==> config.mk <==
export PLATFORM = sky130hd
export DESIGN_NAME = bus_dev_fifo_bank
export DESIGN_NICKNAME = d
export VERILOG_FILES = /design/src/rtl/bus_dev_fifo_bank.sv
export SDC_FILE = /design/constraint.sdc
export NUM_CORES = 1
export LEC_CHECK = 0
export BUFFER_PORTS_ARGS = -buffer_cell sky130_fd_sc_hd__buf_2
export CAP_MARGIN = 10
export CORE_ASPECT_RATIO = 0.75
export CORE_MARGIN = 2
export CORE_UTILIZATION = 29
export DETAILED_ROUTE_END_ITERATION = 8
export GPL_TIMING_DRIVEN = 1
export SLEW_MARGIN = 30
export SYNTH_ARGS = -nofsm -noshare
export SYNTH_HDL_FRONTEND = slang
export SYNTH_SLANG_ARGS = --single-unit
==> constraint.sdc <==
create_clock -name clk -period 5.6 [get_ports clk]
set_clock_uncertainty 0.15 [all_clocks]
set_input_delay 0.84 -clock clk [delete_from_list [all_inputs] [get_ports clk]]
set_output_delay 0.84 -clock clk [all_outputs]
set_load 0.1 [all_outputs]
==> src/rtl/bus_dev_fifo_bank.sv <==
// Generic show-ahead FIFO used for both directions of every bank channel.
// Latency: a write at edge N is visible at the head from N+1; reads retire the head on the edge.
// Backpressure: none upstream; when full a write is dropped, or overwrites the oldest entry if overwrite=1.
module bus_dev_fifo_bank_fifo #(
  parameter int width     = 16,
  parameter int depth     = 8,
  parameter bit overwrite = 1'b0
) (
  input  logic             clk,
  input  logic             reset,
  input  logic             wr,
  input  logic [width-1:0] wdata,
  input  logic             rd,
  output logic             vld,
  output logic [width-1:0] head,
  output logic             full
);
  localparam int aw = $clog2(depth);
  localparam logic [aw:0] full_lvl = (aw+1)'(depth);

  logic [width-1:0] mem [depth];
  logic [aw-1:0]    rptr, wptr;
  logic [aw:0]      cnt;
  logic             rd_ok, wr_ok, ovw, grow;

  // Accept/retire decisions; a full FIFO still accepts a write when the head leaves on the same edge.
  always_comb begin
    vld   = (cnt != '0);
    full  = (cnt == full_lvl);
    rd_ok = rd && vld;
    ovw   = overwrite && wr && full && !rd_ok;
    wr_ok = wr && (!full || rd_ok || overwrite);
    grow  = wr_ok && !ovw;
    head  = vld ? mem[rptr] : '0;
  end

  // Pointer and occupancy state; overwrite advances both pointers and keeps the count at depth.
  always_ff @(posedge clk or negedge reset) begin
    if (!reset) begin
      rptr <= '0;
      wptr <= '0;
      cnt  <= '0;
    end else begin
      if (wr_ok)          wptr <= wptr + aw'(1);
      if (rd_ok || ovw)   rptr <= rptr + aw'(1);
      if (grow && !rd_ok) cnt  <= cnt + (aw+1)'(1);
      else if (rd_ok && !grow) cnt <= cnt - (aw+1)'(1);
    end
  end

  // Storage is intentionally not reset; the empty flag masks stale contents at the head.
  always_ff @(posedge clk) begin
    if (wr_ok) mem[wptr] <= wdata;
  end
endmodule

// Per-device FIFO bank: ingress (agent->bus) and egress (bus->monitor) FIFO per channel, misroute flag, drop counter.
// Latency: one cycle from write/push to pndng/out_vld and head data; sustains one packet per cycle per FIFO.
// Backpressure: none; full ingress drops or overwrites per ovf_mode, full egress drops new, drops are counted.
module bus_dev_fifo_bank #(
  parameter int         bits      = 1,
  parameter int         drvrs     = 4,
  parameter int         pckg_sz   = 16,
  parameter int         depth     = 8,
  parameter logic [7:0] broadcast = 8'hFF,
  parameter int         ovf_mode  = 0
) (
  input  logic                                     clk,
  input  logic                                     reset,
  input  logic [bits-1:0][drvrs-1:0]               in_wr,
  input  logic [bits-1:0][drvrs-1:0][pckg_sz-1:0]  in_data,
  output logic [bits-1:0][drvrs-1:0]               in_full,
  output logic [bits-1:0][drvrs-1:0]               pndng,
  output logic [bits-1:0][drvrs-1:0][pckg_sz-1:0]  D_pop,
  input  logic [bits-1:0][drvrs-1:0]               pop,
  input  logic [bits-1:0][drvrs-1:0]               push,
  input  logic [bits-1:0][drvrs-1:0][pckg_sz-1:0]  D_push,
  output logic [bits-1:0][drvrs-1:0]               out_vld,
  output logic [bits-1:0][drvrs-1:0][pckg_sz-1:0]  out_data,
  input  logic [bits-1:0][drvrs-1:0]               out_rd,
  output logic [bits-1:0][drvrs-1:0]               misroute,
  output logic [bits-1:0][drvrs-1:0][7:0]          drop_cnt
);
  for (genvar b = 0; b < bits; b++) begin : gen_bus
    for (genvar d = 0; d < drvrs; d++) begin : gen_dev
      logic       eg_full;
      logic       in_drop, eg_drop, mis_hit, mis_q;
      logic [7:0] dest, drp_q;
      logic [8:0] drp_sum;

      bus_dev_fifo_bank_fifo #(
        .width(pckg_sz), .depth(depth), .overwrite(ovf_mode != 0)
      ) u_ingress (
        .clk(clk), .reset(reset),
        .wr(in_wr[b][d]), .wdata(in_data[b][d]), .rd(pop[b][d]),
        .vld(pndng[b][d]), .head(D_pop[b][d]), .full(in_full[b][d])
      );

      bus_dev_fifo_bank_fifo #(
        .width(pckg_sz), .depth(depth), .overwrite(1'b0)
      ) u_egress (
        .clk(clk), .reset(reset),
        .wr(push[b][d]), .wdata(D_push[b][d]), .rd(out_rd[b][d]),
        .vld(out_vld[b][d]), .head(out_data[b][d]), .full(eg_full)
      );

      // Drop/misroute detection; an overwrite also counts as a drop since the oldest packet is lost.
      always_comb begin
        in_drop = in_wr[b][d] && in_full[b][d] && !(pop[b][d] && pndng[b][d]);
        eg_drop = push[b][d] && eg_full && !(out_rd[b][d] && out_vld[b][d]);
        dest    = D_push[b][d][pckg_sz-1 -: 8];
        mis_hit = push[b][d] && (dest != 8'(d)) && (dest != broadcast);
        drp_sum = {1'b0, drp_q} + 9'(in_drop) + 9'(eg_drop);
      end

      // Sticky misroute flag and shared saturating drop counter.
      always_ff @(posedge clk or negedge reset) begin
        if (!reset) begin
          mis_q <= 1'b0;
          drp_q <= '0;
        end else begin
          if (mis_hit) mis_q <= 1'b1;
          drp_q <= drp_sum[8] ? 8'hFF : drp_sum[7:0];
        end
      end

      assign misroute[b][d] = mis_q;
      assign drop_cnt[b][d] = drp_q;
    end
  end
endmodule

==> impl_metrics.ini <==
[global_routing]
grt_pass1_wl_um = 147200
grt-ovfl-total = 0
grt_start_max_net_pins = 60
track_usage = 0.1250
antenna_found_initial = 25
grt_pass1_vias = 22290

[timing]
fin_setup_tns_ps = 0
grt_setup_unrepaired = false
setup-violations-final = 0
fin_crit_sh = 0.7398
finalCriticalPeriod_ps = 4143
hold_violations = 0
worstMarginPinSlew_ps = 906.6
report.final.slew_viol_count = 0
relSlewSlack = 0.3928
max_freq_mhz = 241.4
setup_slack_ps = 1457

[run_status]
status = completed

[setup_path]
r2r_slack_ps = 2280
arrival_ps = 3150
crit_type = reg -> out
r2r-start = gen_bus[0].gen_dev[3].u_ingress.cnt[0]
startpoint_type = register
worst_setup_path_end_kind = output port
critical_path_required_ps = 4610
r2r-end = gen_bus[0].gen_dev[3].u_ingress.cnt[3]
worstPathMaxFanout = 24
rr_worst_depth = 10

[clocking]
postCtsResizedCells = 0
htreeDepth = 3
cts_tree = built
post_cts_buffers = 0
numCtsBuffers = 113
cts_hold_buf = 1
clock_path_buffers = 3
root_buffer = clkbuf_16
insertion_delay_ps = 750
clock-sinks = 1140
path_clk_slew_ps = 70

[die]
start_util = 0.2927
core-area_sq_um = 152700
die_y_um = 343.9
die_w_um = 457.3
ios = 322
rows = 124
fp.dieArea_sq_um = 157300

[worst_hold_path]
min_from = in_data[50]
holdPathEnd = gen_bus[0].gen_dev[3].u_ingress.mem[5][2]
hp-class = in -> reg
holdPathStages = 1

[logic_synthesis]
yosysSeqAreaShare = 0.7531
synth_warnings = 0
synth_area_sq_um = 44680
synth_nets = 2348
synth_cell_types = 42
syn_inst = 2150
ys_ff_latch = 1140
synth_area_per_cell_sq_um = 20.78

[routing]
drtAntennaViolNets = 0
vias_per_cell = 4.641
wirelength_um = 99300
drt_iter0_markers = 1754
drc_errors = 0
dr.pass1.iters = 7
vias = 21700
post_drt_wl_per_cell_um = 21.23

[place]
gp_congestion = 0.7355
dp_slack_ps = 2101
hpwl_um = 62500
io_buffers = 321
placed_cells = 4455

[flow_run]
cap_violations = 0

[cells_and_area]
nFillCells = 14290
nets = 2754
regArea_sq_um = 33670
multi_input_area_sq_um = 10490
fin_util = 0.3461
instances_no_fill = 4677
drive_above_1_share = 0.3489
areaGrowthSynthToFinish_pct = 18.25
## through the flow
step,hold slack [ps],cell area [sq um]
2_1_floorplan,278.9,44680
3_3_place_gp,283.9,49030
3_5_place_dp,290.0,49050
4_1_cts,107.2,52790
5_1_grt,138.2,52830
6_report,208.2,52840
## final cells by class
| type | instances | area share |
|---|---|---|
| sequential | 1140 | 0.6371 |
| multi-input combinational | 865 | 0.1985 |
| clock buffer | 154 | 0.05813 |
| timing repair buffer | 411 | 0.04390 |
| antenna | 7 | 0.0003315 |
| inverter | 25 | 0.001776 |
| clock inverter | 59 | 0.01253 |
| tap | 2016 | 0.04774 |
## cell families (layout without fill, tap and decap cells)
kind of cell             Yosys count  count (layout)  share of synthesized area
XOR/XNOR                          64              64                    0.01254
AO/OA/AOI/OAI                    204             204                    0.03551
AND/OR/NAND/NOR                  273             273                    0.03159
other                              0               7                          0
multiplexers                     272             272                     0.1331
buffers and inverters            145             649                    0.01759
flip-flops                      1140            1140                     0.7531
adder cells (fa/ha/maj)           52              52                    0.01658
## placed cells by master (no fill, tap or decap), types with 24 or more instances in the layout
cell       count
dfrtp_1      105
edfxtp_1    1024
a21oi_1       29
clkbuf_16    113
nor3_2        33
buf_2        320
mux4_2       256
clkbuf_1      32
nand2_1       74
xnor2_1       63
buf_4         86
inv_1         25
ha_1          40
nor2_1        33
a22o_1       128
nand2b_1      24
## worst max-delay path by stage
stage / from / end / slack, ps / cells past startpoint
floorplan: out_rd[0] / gen_bus[0].gen_dev[0].u_egress.mem[0][0] / 2330 / 3
global placement: gen_bus[0].gen_dev[3].u_egress.cnt[0] / out_data[57] / 1770 / 5
detailed placement: gen_bus[0].gen_dev[3].u_ingress.rptr[1] / D_pop[49] / 2100 / 4
CTS: gen_bus[0].gen_dev[3].u_ingress.rptr[1] / D_pop[49] / 1210 / 4
global route: gen_bus[0].gen_dev[3].u_ingress.rptr[0] / D_pop[55] / 1190 / 4
finish: gen_bus[0].gen_dev[3].u_ingress.rptr[0] / D_pop[55] / 1460 / 4
## state kept, by name, summed over array words and instances, names as in the netlist, 16 cells and up
| name | cells |
|---|---|
| gen_bus.gen_dev.u_egress.mem | 512 |
| gen_bus.gen_dev.u_ingress.mem | 512 |
| gen_bus.gen_dev.drp_q | 32 |
| gen_bus.gen_dev.u_egress.cnt | 16 |
| gen_bus.gen_dev.u_ingress.cnt | 16 |
## critical path, stage by stage (launching register included)
cell and delay [ps]:
dfrtp_2 900, buf_4 380, mux4_2 520, a22o_1 290, buf_2 310
## cell usage after synthesis (all sizes together)
master,number,area share
nand2b,24,0.0034
nor2,36,0.0030
dfrtp,116,0.065
nor2b,11,0.0015
nor4,12,0.0017
a21oi,29,0.0032
o21ai,31,0.0045
nor3,38,0.0043
or2,5,0.00070
xor2,1,0.00020
and3,15,0.0021
mux4,256,0.13
a22o,128,0.025
nor3b,4,0.00067
fa,12,0.0054
edfxtp,1024,0.69
inv,25,0.0021
clkbuf,45,0.0039
a21o,7,0.0012
or4b,4,0.00090
and4,3,0.00059
nand2,74,0.0062
and2,8,0.0013
nand3,22,0.0025
xnor2,63,0.012
or4,7,0.0012
o211ai,1,0.00017
buf,75,0.012
ha,40,0.011
nand4,6,0.00084
o21bai,8,0.0013
mux2,16,0.0040
or3,4,0.00078
## routing by layer
| metal | track usage | share of wire | vias up |
|---|---|---|---|
| li1 | - | - | 9634 |
| met1 | 0.1665 | 0.43 | 11390 |
| met2 | 0.1991 | 0.48 | 492 |
| met3 | 0.03481 | 0.058 | 164 |
| met4 | 0.03877 | 0.025 | 22 |
| met5 | 0 | 0.0016 | - |
Power is not shown: default switching activity piles up to over one toggle a cycle in this logic, so the estimate is an artifact.
